**src/rtl/cpu_pkg.sv**
```systemverilog
// Shared core definitions: opcodes, latency-class encodings and default unit latencies.
package cpu_pkg;

    localparam logic [3:0] OP_ADD = 4'h0;
    localparam logic [3:0] OP_SUB = 4'h1;
    localparam logic [3:0] OP_AND = 4'h2;
    localparam logic [3:0] OP_OR  = 4'h3;
    localparam logic [3:0] OP_XOR = 4'h4;
    localparam logic [3:0] OP_SLT = 4'h5;
    localparam logic [3:0] OP_SLL = 4'h6;
    localparam logic [3:0] OP_SRL = 4'h7;
    localparam logic [3:0] OP_LW  = 4'h8;
    localparam logic [3:0] OP_SW  = 4'h9;
    localparam logic [3:0] OP_BEQ = 4'hA;
    localparam logic [3:0] OP_BNE = 4'hB;
    localparam logic [3:0] OP_JMP = 4'hC;
    localparam logic [3:0] OP_MUL = 4'hD;
    localparam logic [3:0] OP_DIV = 4'hE;
    localparam logic [3:0] OP_HLT = 4'hF;

    localparam logic [1:0] LAT_ALU  = 2'd0;
    localparam logic [1:0] LAT_LOAD = 2'd1;
    localparam logic [1:0] LAT_LONG = 2'd2;

    localparam int unsigned DEF_ALU_LAT  = 0;
    localparam int unsigned DEF_LOAD_LAT = 1;
    localparam int unsigned DEF_LONG_LAT = 3;

    function automatic int unsigned max3(input int unsigned a, input int unsigned b,
                                         input int unsigned c);
        int unsigned m;
        m = (a > b) ? a : b;
        return (m > c) ? m : c;
    endfunction

endpackage

```
**src/rtl/sb_counter.sv**
```systemverilog
// One scoreboard entry: cycles remaining until the pending write becomes forwardable.
module sb_counter #(
    parameter int unsigned CNT_W = 2
) (
    input  logic             clk,
    input  logic             rst,
    input  logic             load,
    input  logic [CNT_W-1:0] load_val,
    input  logic             hold,
    output logic             busy,
    output logic [CNT_W-1:0] cnt
);

    // busy tracks the next count so it stays a register, not a decode of cnt
    always_ff @(posedge clk) begin
        if (rst) begin
            cnt  <= '0;
            busy <= 1'b0;
        end else if (!hold) begin
            if (load) begin
                cnt  <= load_val;
                busy <= (load_val != '0);
            end else if (cnt != '0) begin
                cnt  <= cnt - CNT_W'(1);
                busy <= (cnt > CNT_W'(1));
            end
        end
    end

endmodule

```
**src/rtl/hazard_scoreboard.sv**
```systemverilog
// Register scoreboard and interlock: RAW/WAW stall generation, per-register countdowns, stall counter.
module hazard_scoreboard
    import cpu_pkg::*;
#(
    parameter int unsigned NUM_REGS = 16,
    parameter int unsigned REG_W    = $clog2(NUM_REGS),
    parameter int unsigned ALU_LAT  = DEF_ALU_LAT,
    parameter int unsigned LOAD_LAT = DEF_LOAD_LAT,
    parameter int unsigned LONG_LAT = DEF_LONG_LAT,
    parameter int unsigned PERF_W   = 16
) (
    input  logic                clk,
    input  logic                rst,
    input  logic                id_valid,
    input  logic [REG_W-1:0]    id_rs,
    input  logic [REG_W-1:0]    id_rt,
    input  logic                id_rs_used,
    input  logic                id_rt_used,
    input  logic [REG_W-1:0]    id_rd,
    input  logic                id_rd_we,
    input  logic [1:0]          id_lat_cls,
    input  logic                flush,
    input  logic                mem_stall,
    input  logic                perf_clr,
    output logic                stall,
    output logic [NUM_REGS-1:0] busy_mask,
    output logic [PERF_W-1:0]   stall_cycles
);

    localparam int unsigned MAX_LAT = max3(ALU_LAT, LOAD_LAT, LONG_LAT);
    localparam int unsigned CNT_W   = (MAX_LAT > 0) ? $clog2(MAX_LAT + 1) : 1;

    logic [CNT_W-1:0] cnt [NUM_REGS];
    logic [CNT_W-1:0] new_lat_c;
    logic             raw_c;
    logic             waw_c;
    logic             issue_c;

    always_comb begin
        new_lat_c = CNT_W'(LONG_LAT);
        case (id_lat_cls)
            LAT_ALU:  new_lat_c = CNT_W'(ALU_LAT);
            LAT_LOAD: new_lat_c = CNT_W'(LOAD_LAT);
            default:  new_lat_c = CNT_W'(LONG_LAT);
        endcase
    end

    // Hazard checks see pre-update state, so a self-referencing instruction only sees the older writer
    assign raw_c = (id_rs_used && (id_rs != '0) && (cnt[id_rs] != '0)) ||
                   (id_rt_used && (id_rt != '0) && (cnt[id_rt] != '0));
    assign waw_c = id_rd_we && (id_rd != '0) && (cnt[id_rd] > new_lat_c);

    assign stall   = id_valid && !flush && (raw_c || waw_c);
    assign issue_c = id_valid && !flush && !mem_stall && !stall;

    assign cnt[0]       = '0;
    assign busy_mask[0] = 1'b0;

    for (genvar i = 1; i < NUM_REGS; i++) begin : g_cnt
        sb_counter #(
            .CNT_W (CNT_W)
        ) u_cnt (
            .clk      (clk),
            .rst      (rst),
            .load     (issue_c && id_rd_we && (id_rd == REG_W'(i))),
            .load_val (new_lat_c),
            .hold     (mem_stall),
            .busy     (busy_mask[i]),
            .cnt      (cnt[i])
        );
    end

    // Interlock-cycle counter: frozen pipeline cycles are not interlock cycles
    always_ff @(posedge clk) begin
        if (rst) begin
            stall_cycles <= '0;
        end else if (perf_clr) begin
            stall_cycles <= '0;
        end else if (stall && !mem_stall && (stall_cycles != {PERF_W{1'b1}})) begin
            stall_cycles <= stall_cycles + PERF_W'(1);
        end
    end

endmodule

```
**config.mk**
```make
export PLATFORM = sky130hd
export DESIGN_NAME = hazard_scoreboard
export DESIGN_NICKNAME = d
export VERILOG_FILES = /design/src/rtl/cpu_pkg.sv /design/src/rtl/sb_counter.sv /design/src/rtl/hazard_scoreboard.sv
export SDC_FILE = /design/constraint.sdc
export NUM_CORES = 1
export LEC_CHECK = 0
export ABC_CLOCK_PERIOD_IN_PS = 7350
export CAP_MARGIN = 10
export CORE_MARGIN = 1.5
export CORE_UTILIZATION = 45
export DETAILED_ROUTE_END_ITERATION = 12
export PLACE_DENSITY_LB_ADDON = 0.1
export SLEW_MARGIN = 0
export SYNTH_ARGS = -nofsm -noshare
export SYNTH_HDL_FRONTEND = slang
export SYNTH_SLANG_ARGS = --single-unit
```
**constraint.sdc**
```tcl
create_clock -name clk -period 7.35 [get_ports clk]
set_input_delay 1.47 -clock clk [delete_from_list [all_inputs] [get_ports clk]]
set_output_delay 1.47 -clock clk [all_outputs]
set_load 0.01 [all_outputs]
```
Word-level counts from Yosys, hierarchy flattened
Index checks and enable logic that the tools add are counted.

Register bits: 61. Latch bits: 0. Memory bits (writable): 0. Bits in read-only memories: 0. Bits of input ports: 23. Logic and storage cells: 243. Memories: 0.

$add $sub $neg: 16. $mul: 0. Divide/modulo/power cells: 0. Magnitude comparators: 19. Equal/unequal tests: 17. Shift-type cells: 0. Mux-type cells: 70. Bitwise gates (word level): 4. Reductions and logical operators: 86.

Operators by type and width (count): $mux W2 (36); $reduce_bool A2 Y1 (33); $eq A4 B4 Y1 const B (8); $gt A2 B1 Y1 const B (15); $mux W1 (30); $reduce_and A2 Y1 (15); $sub A2 B1 Y2 const B (15); $logic_and A1 B1 Y1 (28); $bmux W2 S4 (3); $add A16 B1 Y16 const B (1); $eq A4 B3 Y1 const B (4); $ne A16 B16 Y1 const B (1); $ge A5 B5 Y1 const B (3); $not A4 Y5 (3); $reduce_bool A4 Y1 (3); $eq A4 B2 Y1 const B (2); $eq A4 B1 Y1 const B (1); $pmux W2 S2 (1); $logic_not A1 Y1 (3); $eq A2 B1 Y1 const B (1); $gt A2 B2 Y1 (1); $logic_not A2 Y1 (1); $logic_or A1 B1 Y1 (2); $reduce_or A2 Y1 (1); $not A1 Y1 (1).

Depth between registers and ports, before layout
Word-level depth: 15. Depth in mapped cells: 17.

By module
From an unflattened synthesis, not the netlist that was laid out.

Cells, all modules: 520. Area, all modules: 4589.4 µm².

By module, submodules not included: sb_counter (instances 15, cells an instance 20, area each 186.4 µm², seq. area each 60.1 µm²); hazard_scoreboard (instances 1, cells an instance 220, area each 1793.0 µm², seq. area each 320.3 µm²).

Least setup slack after synthesis
No wires, ideal clock.

Kind: in2out. From: input id_rd[1]. To: output stall. Arrival: 3794 ps. Path slack: 2086 ps. Stages: 9. Path buffers: 1. Cell sequence: buf_1 mux4_2 mux4_2 ha_1 nand2_1 o311a_1 a211oi_1 and3_1 a21oi_1.

Cells in the longest elaborated chain, start to end: 8. Elaborated cells between the ends (all ways): 10. Classes of those cells: order compare: 1; mux: 3; bitwise: 1; reduce/logical: 5.

RTL lines: start: declaration (RTL line hazard_scoreboard.sv:19) `input logic [REG_W-1:0] id_rd,`; $not A4 Y5 (implied by the code) (RTL line hazard_scoreboard.sv:51) `assign waw_c = id_rd_we && (id_rd != '0) && (cnt[id_rd] > new_lat_c);`; $bmux W2 S4 (RTL line hazard_scoreboard.sv:51); $mux W2 (implied by the code) (2 in a row) (RTL line hazard_scoreboard.sv:51); $gt A2 B2 Y1 (RTL line hazard_scoreboard.sv:51); $logic_and A1 B1 Y1 * (RTL line hazard_scoreboard.sv:51); $logic_or A1 B1 Y1 * (RTL line hazard_scoreboard.sv:53) `assign stall = id_valid && !flush && (raw_c || waw_c);`; $logic_and A1 B1 Y1 * (RTL line hazard_scoreboard.sv:53); end: declaration (RTL line hazard_scoreboard.sv:25) `output logic stall,`.

Mark *: on every way between the ends. The rest lies on a longest branch, timed or not. The select of a mux whose other input is x is not followed.

Worst setup path after layout
Ends and elaborated chain as after synthesis.

==> flow_metrics.py <==
metrics = {
    "clocking": {
        "clock_path_buffers": 2,
        "post_cts_buffers": 0,
        "cts-resized-gates": 0,
        "clk_pin_slew_ns": 0.07,
        "cts_max_level": 3,
        "clock_sinks": 61,
        "cts_made_buffers": 9,
        "clock_latency_ns": 0.35,
        "cts_tree": "yes",
        "cts_root_buf": "clkbuf_8",
        "holdBufCountCts": 0,
    },
    "floorplan": {
        "initial_core_util_pct": 46.8,
        "rows": 36,
        "die-area_um2": 10900,
        "ios": 56,
        "core_um2": 9860,
        "die_x_um": 104,
        "die_h_um": 104,
    },
    "synth": {
        "synth_enable_flop_cells": 0,
        "synth.area.mux_share_pct": 15.8,
        "synth_xor_area_share_pct": 0.190,
        "yosysUniqueCellTypes": 54,
        "synth-simple-area-share_pct": 17.8,
        "syn_inst": 535,
        "synth_top_family_by_area": "compound AO/OA/AOI/OAI gates",
        "synth_ff_type": "dfxtp_1",
        "async_flop_share_pct": 0,
        "synth_fa_ha_area_share_pct": 8.95,
        "synth_warnings": 0,
        "yosysSeqAreaShare_pct": 26.5,
        "synthesis.nets": 591,
        "synth_seq_cells": 61,
        "postSynthAreaPerCell_um2": 8.62,
        "synth_compound_area_share_pct": 21.1,
        "syn_area_um2": 4610,
    },
    "sta": {
        "fin_crit_sh_pct": 87.1,
        "setup_tns_ns": 0,
        "tightest_slew_ns": 0.906,
        "hold_viol_final": 0,
        "layout_min_cycle_time_ns": 6.40,
        "setup_viol": 0,
        "rsz0062_at_grt": "no",
        "fmax_mhz": 156,
        "final-max-slew-violation-count": 0,
        "relSlewSlack_pct": 39.4,
        "fin_worst_skew_ns": 0.00652,
    },
    "cells_and_area": {
        "nNetsFinal": 615,
        "final_util_pct": 53.9,
        "seqCellArea_um2": 1220,
        "mostFrequentLayoutCell": "dfxtp_1",
        "diodes": 0,
        "multi_input_area_um2": 2950,
        "area_delta_synth_final_pct": 15.4,
        "nFillCells": 881,
        "fin_area_um2": 5320,
        "layout_common_cells": "dfxtp_1 (61), clkdlybuf4s50_1 (54), inv_1 (52)",
        "stdcell_count": 697,
        "drive_above_1_share_pct": 7.27,
    },
    "routing": {
        "wl_mm": 12.1,
        "drtIter0Drc": 300,
        "wl_per_cell_um": 17.4,
        "firstDrtPassIters": 5,
        "via_count": 4196,
        "drtAntennaViolNets": 0,
        "drc_errors": 0,
        "vias_per_cell": 6.02,
    },
    "pwr": {
        "clkPwrFrac_pct": 32.4,
        "power_density_nw_per_um2": 186,
        "leakage_uw": 0.00222,
        "comb_power_share_pct": 27.5,
        "switching_share_pct": 33.3,
        "ir_drop_uv": 98.7,
        "p_switching_uw": 329,
        "p_seq_share_pct": 40.1,
        "p_int_uw": 658,
    },
    "grt": {
        "first_global_vias": 3974,
        "grt_usage_pct": 22.9,
        "grt_pass1_wl_mm": 20.0,
        "antenna_found_initial": 0,
        "grt_remaining_overflow": 0,
        "grt_start_max_net_pins": 47,
    },
    "place": {
        "placedCellCount": 681,
        "dp_hpwl_mm": 8.92,
        "gp_congestion": 0.841,
        "portBuffers": 54,
        "dpl_cell_area_um2": 5110,
    },
    "worst_hold_path": {
        "worstHoldStart": "g_cnt[7].u_cnt.busy",
        "hp-class": "reg2reg",
    },
    "worst_setup_path": {
        "r2r_start": "g_cnt[14].u_cnt.cnt[1]",
        "reg2reg_setup_slack_ns": 3.73,
        "cp_max_fo": 14,
        "worst_setup_path_start_kind": "input port",
        "cp.arrival_ns": 4.93,
        "crit_path_end_kind": "output pin",
        "r2r-end": "g_cnt[2].u_cnt.cnt[0]",
        "crit_required_ns": 5.88,
        "critical_path_class": "in2out",
        "worstSetupStartpoint": "id_rd[1]",
        "reg2reg_depth": 10,
        "endpoint": "stall",
    },
    "run_status": {
        "outcome": "finished clean",
    },
    "job": {
        "drv_cap": 0,
    },
}
-- metrics by stage --
step	setup slack (ns)	total power (uW)	hold slack, ns
after floorplan	2.09	595	0.473
after global placement	1.08	662	0.479
after detailed placement	0.999	671	0.489
after CTS	0.982	995	0.506
after global routing	0.821	1050	0.516
final	0.950	987	0.502
-- final cells by class --
type / instances / area share (%)
clock buffers: 10 / 2.59
multi-input cells: 375 / 55.4
repair buffers: 59 / 10.9
flip-flops and latches: 61 / 23.0
inverters: 53 / 3.74
well taps: 133 / 3.13
clock inverters: 6 / 1.34
-- cell families after synthesis --
| logic type | count (synthesis) |
|---|---|
| buffers and inverters | 99 |
| adders and majority gates | 33 |
| and+or+nand+nor | 157 |
| muxes | 58 |
| AOI/OAI and AO/OA | 125 |
| DFF | 61 |
| xor gates and xnor gates | 1 |
| other | 1 |
-- critical path, stage by stage --
cell	delay, ns
clkdlybuf4s50_1	0.84
mux4_2	0.58
mux4_2	0.48
ha_1	0.30
nand2_1	0.08
o311a_1	0.15
a211oi_1	0.07
and3_1	0.23
a21oi_1	0.17
clkdlybuf4s50_1	0.56
-- power by group through the flow --
| stage | combinational (uW) | sequential [uW] | clock (uW) |
|---|---|---|---|
| floorplan | 205 | 390 | 0 |
| global placement | 259 | 403 | 0 |
| detailed placement | 268 | 403 | 0 |
| CTS | 271 | 395 | 329 |
| global route | 304 | 400 | 343 |
| finish | 271 | 396 | 320 |
-- metal layers --
metal  share of wire (%)  global-route usage, %  vias to the layer above
met5                   0                      0                        -
met3                 6.0                   3.82                       13
met2                  46                   36.9                      138
li1                    -                      -                     2007
met4                 1.3                   6.85                        0
met1                  47                   31.6                     2038
-- sequential cells by signal (all words and copies together) (netlist names) --
signal            flops
g_cnt.u_cnt.busy     15
g_cnt.u_cnt.cnt      30
stall_cycles         16
-- how the worst min path moves through the flow --
stage | end | depth (start not counted)
global route | g_cnt[10].u_cnt.busy | 1
detailed placement | g_cnt[12].u_cnt.busy | 1
floorplan | g_cnt[11].u_cnt.busy | 1
finish | g_cnt[7].u_cnt.busy | 1
CTS | g_cnt[7].u_cnt.busy | 1
global placement | g_cnt[2].u_cnt.busy | 1
-- cells in the mapped netlist (10+ instances only) --
cell | count | area [um2]
o211a_1 | 18 | 180
o21ai_0 | 10 | 50.1
a211oi_1 | 14 | 105
nor2b_1 | 11 | 68.8
nor3_1 | 14 | 70.1
mux4_2 | 12 | 270
ha_1 | 33 | 413
nand2_1 | 22 | 82.6
nand4_1 | 13 | 81.3
nor2_1 | 41 | 154
clkbuf_1 | 24 | 90.1
dfxtp_1 | 61 | 1220
o32ai_1 | 15 | 131
mux2i_1 | 46 | 460
a21oi_1 | 24 | 120
inv_1 | 52 | 195
buf_4 | 16 | 120
or3_1 | 11 | 68.8
(Power assumes the default switching activity.)
==> RTL edit 1: new RTL, config.mk and constraints unchanged <==
Set the parameter `PERF_W` to 12 (it was 16).
--- a/src/rtl/hazard_scoreboard.sv
+++ b/src/rtl/hazard_scoreboard.sv
@@ -7,7 +7,7 @@
     parameter int unsigned ALU_LAT  = DEF_ALU_LAT,
     parameter int unsigned LOAD_LAT = DEF_LOAD_LAT,
     parameter int unsigned LONG_LAT = DEF_LONG_LAT,
-    parameter int unsigned PERF_W   = 16
+    parameter int unsigned PERF_W   = 12
 ) (
     input  logic                clk,
     input  logic                rst,
Ports: changed (resized stall_cycles); port bits go from 56 to 52. The function was not compared with the original's and may differ.
==> RTL edit 1 against the unedited design <==
- core utilization is 0.57 points higher
- wire length is 2.5% lower
- sequential cell count is 4 lower
- synthesized area is 5.3% lower
- design area is 4.4% lower
- critical path depth is 2 higher
- total power is 4.8% higher
- setup slack worse by 0.55 ns
- critical path type unchanged
- largest cell class unchanged
==> RTL edit 1: results <==
group,metric,value,unit
cells_and_area,largestRegisters,"g_cnt.u_cnt.cnt (30), g_cnt.u_cnt.busy (15), stall_cycles (12)",
placement,placedCellCount,654,
logic_synthesis,ys_seq_area_frac,0.2613,
critical_path,reg2regPathDepth,11,
logic_synthesis,ys_types,55,
logic_synthesis,syn_inst,514,
cells_and_area,final_area,5084,um2
global_routing,grt_pass1_wl,19.34,mm
logic_synthesis,synth.area.mux_share,0.1375,
power_and_ir_drop,leakage,0.002007,uW
logic_synthesis,synthTopCellsByCount,"dfxtp_1, inv_1, nor2_1",
cells_and_area,drive_gt1_frac,0.1017,
critical_path,rrSetupSlack,3.79,ns
global_routing,use_met3,0.04831,
drt,drtIter0Drc,201,
sta,tightest_slew,1.085,ns
power_and_ir_drop,ir_drop,0.1073,mV
placement,port_buffers,50,
hold_path,hp-start,"g_cnt[3].u_cnt.busy",
placement,hpwlAfterDp,8.686,mm
global_routing,grt_use_total,0.2433,
placement,routabilityCongestion,0.8899,
power_and_ir_drop,total_power,1035,uW
critical_path,arrival,5.48,ns
outcome,outcome,"finished clean",
logic_synthesis,synthTopCellsByArea,"dfxtp_1, ha_1, mux2i_1, mux4_2, inv_1",
placement,place_area,4840,um2
drt,drt-vias-per-instance,5.734,
cells_and_area,fill_cells,885,
drt,met3WireLength,522,um
[RTL edit 1: cell count changes after synthesis, sizes merged, moves of 6 or more]
cell / delta
o211a: -17
nor2: +7
o211ai: +12
mux2i: -13
or3: -6
nand4: -7
a211oi: -8
xor2: +9
o2111ai: +9
o21ai: +11
[RTL edit 1: final cells by class]
| class | count | area share |
|---|---|---|
| inverter | 55 | 0.04061 |
| timing repair buffer | 57 | 0.1088 |
| clock buffer | 11 | 0.02781 |
| sequential | 57 | 0.2245 |
| multi-input combinational | 356 | 0.5464 |
| clock inverter | 5 | 0.02018 |
| tap | 129 | 0.03175 |
[RTL edit 1: logic make-up after synthesis]
logic type | Yosys count
AND/OR/NAND/NOR | 137
AO/OA/AOI/OAI | 130
buffers and inverters | 101
flip-flops | 57
multiplexers | 45
adder cells (fa/ha/maj) | 33
XOR/XNOR | 10
other | 1
[RTL edit 1: worst min-delay path: stages (launching register included)]
cell and delay [ns]:
dfxtp_1 0.31, inv_1 0.05, a221oi_1 0.06
==> RTL edit 2: new RTL, same flow settings <==
Without the edit above. Reset style: asynchronous (`rst`), changed in 2 clocked blocks.
--- a/src/rtl/sb_counter.sv
+++ b/src/rtl/sb_counter.sv
@@ -12,7 +12,7 @@
 );
 
     // busy tracks the next count so it stays a register, not a decode of cnt
-    always_ff @(posedge clk) begin
+    always_ff @(posedge clk or posedge rst) begin
         if (rst) begin
             cnt  <= '0;
             busy <= 1'b0;
--- a/src/rtl/hazard_scoreboard.sv
+++ b/src/rtl/hazard_scoreboard.sv
@@ -71,7 +71,7 @@
     end
 
     // Interlock-cycle counter: frozen pipeline cycles are not interlock cycles
-    always_ff @(posedge clk) begin
+    always_ff @(posedge clk or posedge rst) begin
         if (rst) begin
             stall_cycles <= '0;
         end else if (perf_clr) begin
Behaviour: differs if rst is asserted again (counterexample within 4 cycles, from zero or initial values and one cycle with rst high); with rst held inactive, the same outputs for 4 cycles.
==> RTL edit 2 against the unedited design <==
- design area is 7.1% higher
- sequential cell count stayed put
- setup slack worse by 0.15 ns
- first-iteration DRC count is 3.7% lower
- wire length is 9.5% higher
- synthesized area is 9.1% higher
- critical path type unchanged
- highest routed layer unchanged
Power is not compared: it rests on default switching activity, and its combinational part moved more than twofold at a synthesized area within 25%.
==> RTL edit 2: results <==
group,metric,value,unit
logic_synthesis,syn-num-nets,635,
cells_and_area,nets,658,
cells_and_area,fill_cells,1022,
hold_path,hp-start,"g_cnt[15].u_cnt.busy",
global_routing,grt_max_degree,62,
drt,vias,4436,
drt,route.met2.wl,6.194,mm
hold_path,hold-path-endpoint,"g_cnt[15].u_cnt.busy",
logic_synthesis,synthTopCellsByCount,"nand2_1, nor2_1, dfrtp_1",
sta,tightest_slew,1.055,ns
logic_synthesis,ys_types,62,
clocking,clkLatencyLatePin,0.37,ns
critical_path,rrSetupSlack,3.45,ns
global_routing,grt_antenna_before_repair,0,
critical_path,timing.rr.start,"g_cnt[11].u_cnt.cnt[1]",
sta,finalClockSkew,0.008348,ns
drt,met3WireLength,718,um
logic_synthesis,ys_seq_area_frac,0.3034,
drt,drtIter0Drc,289,
sta,timing.hold.ws,0.5354,ns
global_routing,grt_pass1_vias,4243,
logic_synthesis,synthTopCellsByArea,"dfrtp_1, ha_1, nand2_1, nor2_1, mux4_2",
cells_and_area,drive_gt1_frac,0.09390,
logic_synthesis,async_flop_share,1.000,
critical_path,r2r_end,"g_cnt[1].u_cnt.busy",
global_routing,grt_pass1_wl,21.88,mm
global_routing,grt_use_total,0.2410,
drt,m1WireLength,6.078,mm
power_and_ir_drop,ir_drop,0.1348,mV
placement,hpwlAfterDp,9.321,mm
critical_path,reg2regPathDepth,11,
job,max_cap_violations,0,
placement,routabilityCongestion,0.9206,
outcome,outcome,"finished clean",
drt,wire_per_inst,17.80,um
hold_path,holdPathStages,2,
sta,tns,0,ns
logic_synthesis,yosys_warnings,0,
drt,firstDrtPassIters,5,
drt,postRouteAntennaNets,0,
logic_synthesis,synth_flop_cell,"dfrtp_1",
critical_path,arrival,5.08,ns
-- RTL edit 2: cell count changes in the layout (fill, tap and decap cells not counted), sizes merged, moves of 19 or more --
cell,unedited run,this run
dfxtp,61,0
mux2i,46,1
nand2,22,68
nor2,41,65
dfrtp,0,61
o22ai,1,20
-- RTL edit 2: worst max path at each step --
stage                        to  depth (start not counted)
after global placement    stall                         10
after global routing      stall                         10
after floorplan           stall                         12
final                     stall                         10
after CTS                 stall                         10
after detailed placement  stall                         10
-- RTL edit 2: kinds of logic after synthesis --
family / count (synthesis) / synth area share
fa+ha+maj: 33 / 0.08207
buf+inv: 94 / 0.09251
xor+xnor: 14 / 0.02437
other cells: 1 / 0.0007454
flops: 61 / 0.3034
mux: 11 / 0.04676
simple gates: 237 / 0.2611
compound gates: 128 / 0.1890
-- RTL edit 2: stage by stage --
step | setup WS, ns | cell area (um2) | instances
6_report | 0.8027 | 5699 | 747
3_3_place_gp | 0.9349 | 5499 | 731
3_5_place_dp | 0.8186 | 5499 | 731
5_1_grt | 0.6235 | 5699 | 747
4_1_cts | 0.8113 | 5699 | 747
2_1_floorplan | 1.537 | 5031 | 579
-- RTL edit 2: worst reg2reg max path: cells and delay by family, from the launching register on --
kind,cells,cell delay (ns)
AND/OR/NAND/NOR,3,0.82
adder cells (fa/ha/maj),1,0.31
flip-flops,1,0.46
buffers and inverters,1,0.51
multiplexers,2,1.01
AO/OA/AOI/OAI,4,0.65
-- RTL edit 2: routing by layer --
layer,up-vias,GRT usage
li1,2142,-
met1,2131,0.3265
met2,137,0.3778
met3,26,0.04543
met4,0,0.09868
met5,-,0
-- RTL edit 2: power by group through the flow --
stage	sequential [uW]	clock, uW	combinational (uW)
2_1_floorplan	569	0	714
3_3_place_gp	637	0	821
3_5_place_dp	638	0	849
4_1_cts	632	323	855
5_1_grt	654	334	969
6_report	634	312	854
-- RTL edit 2: final cells by class --
| type | instances | area share |
|---|---|---|
| multi-input combinational | 424 | 0.5341 |
| clock buffer | 10 | 0.02415 |
| inverter | 46 | 0.03030 |
| tap | 140 | 0.03074 |
| timing repair buffer | 60 | 0.1019 |
| sequential | 61 | 0.2678 |
| clock inverter | 6 | 0.01098 |
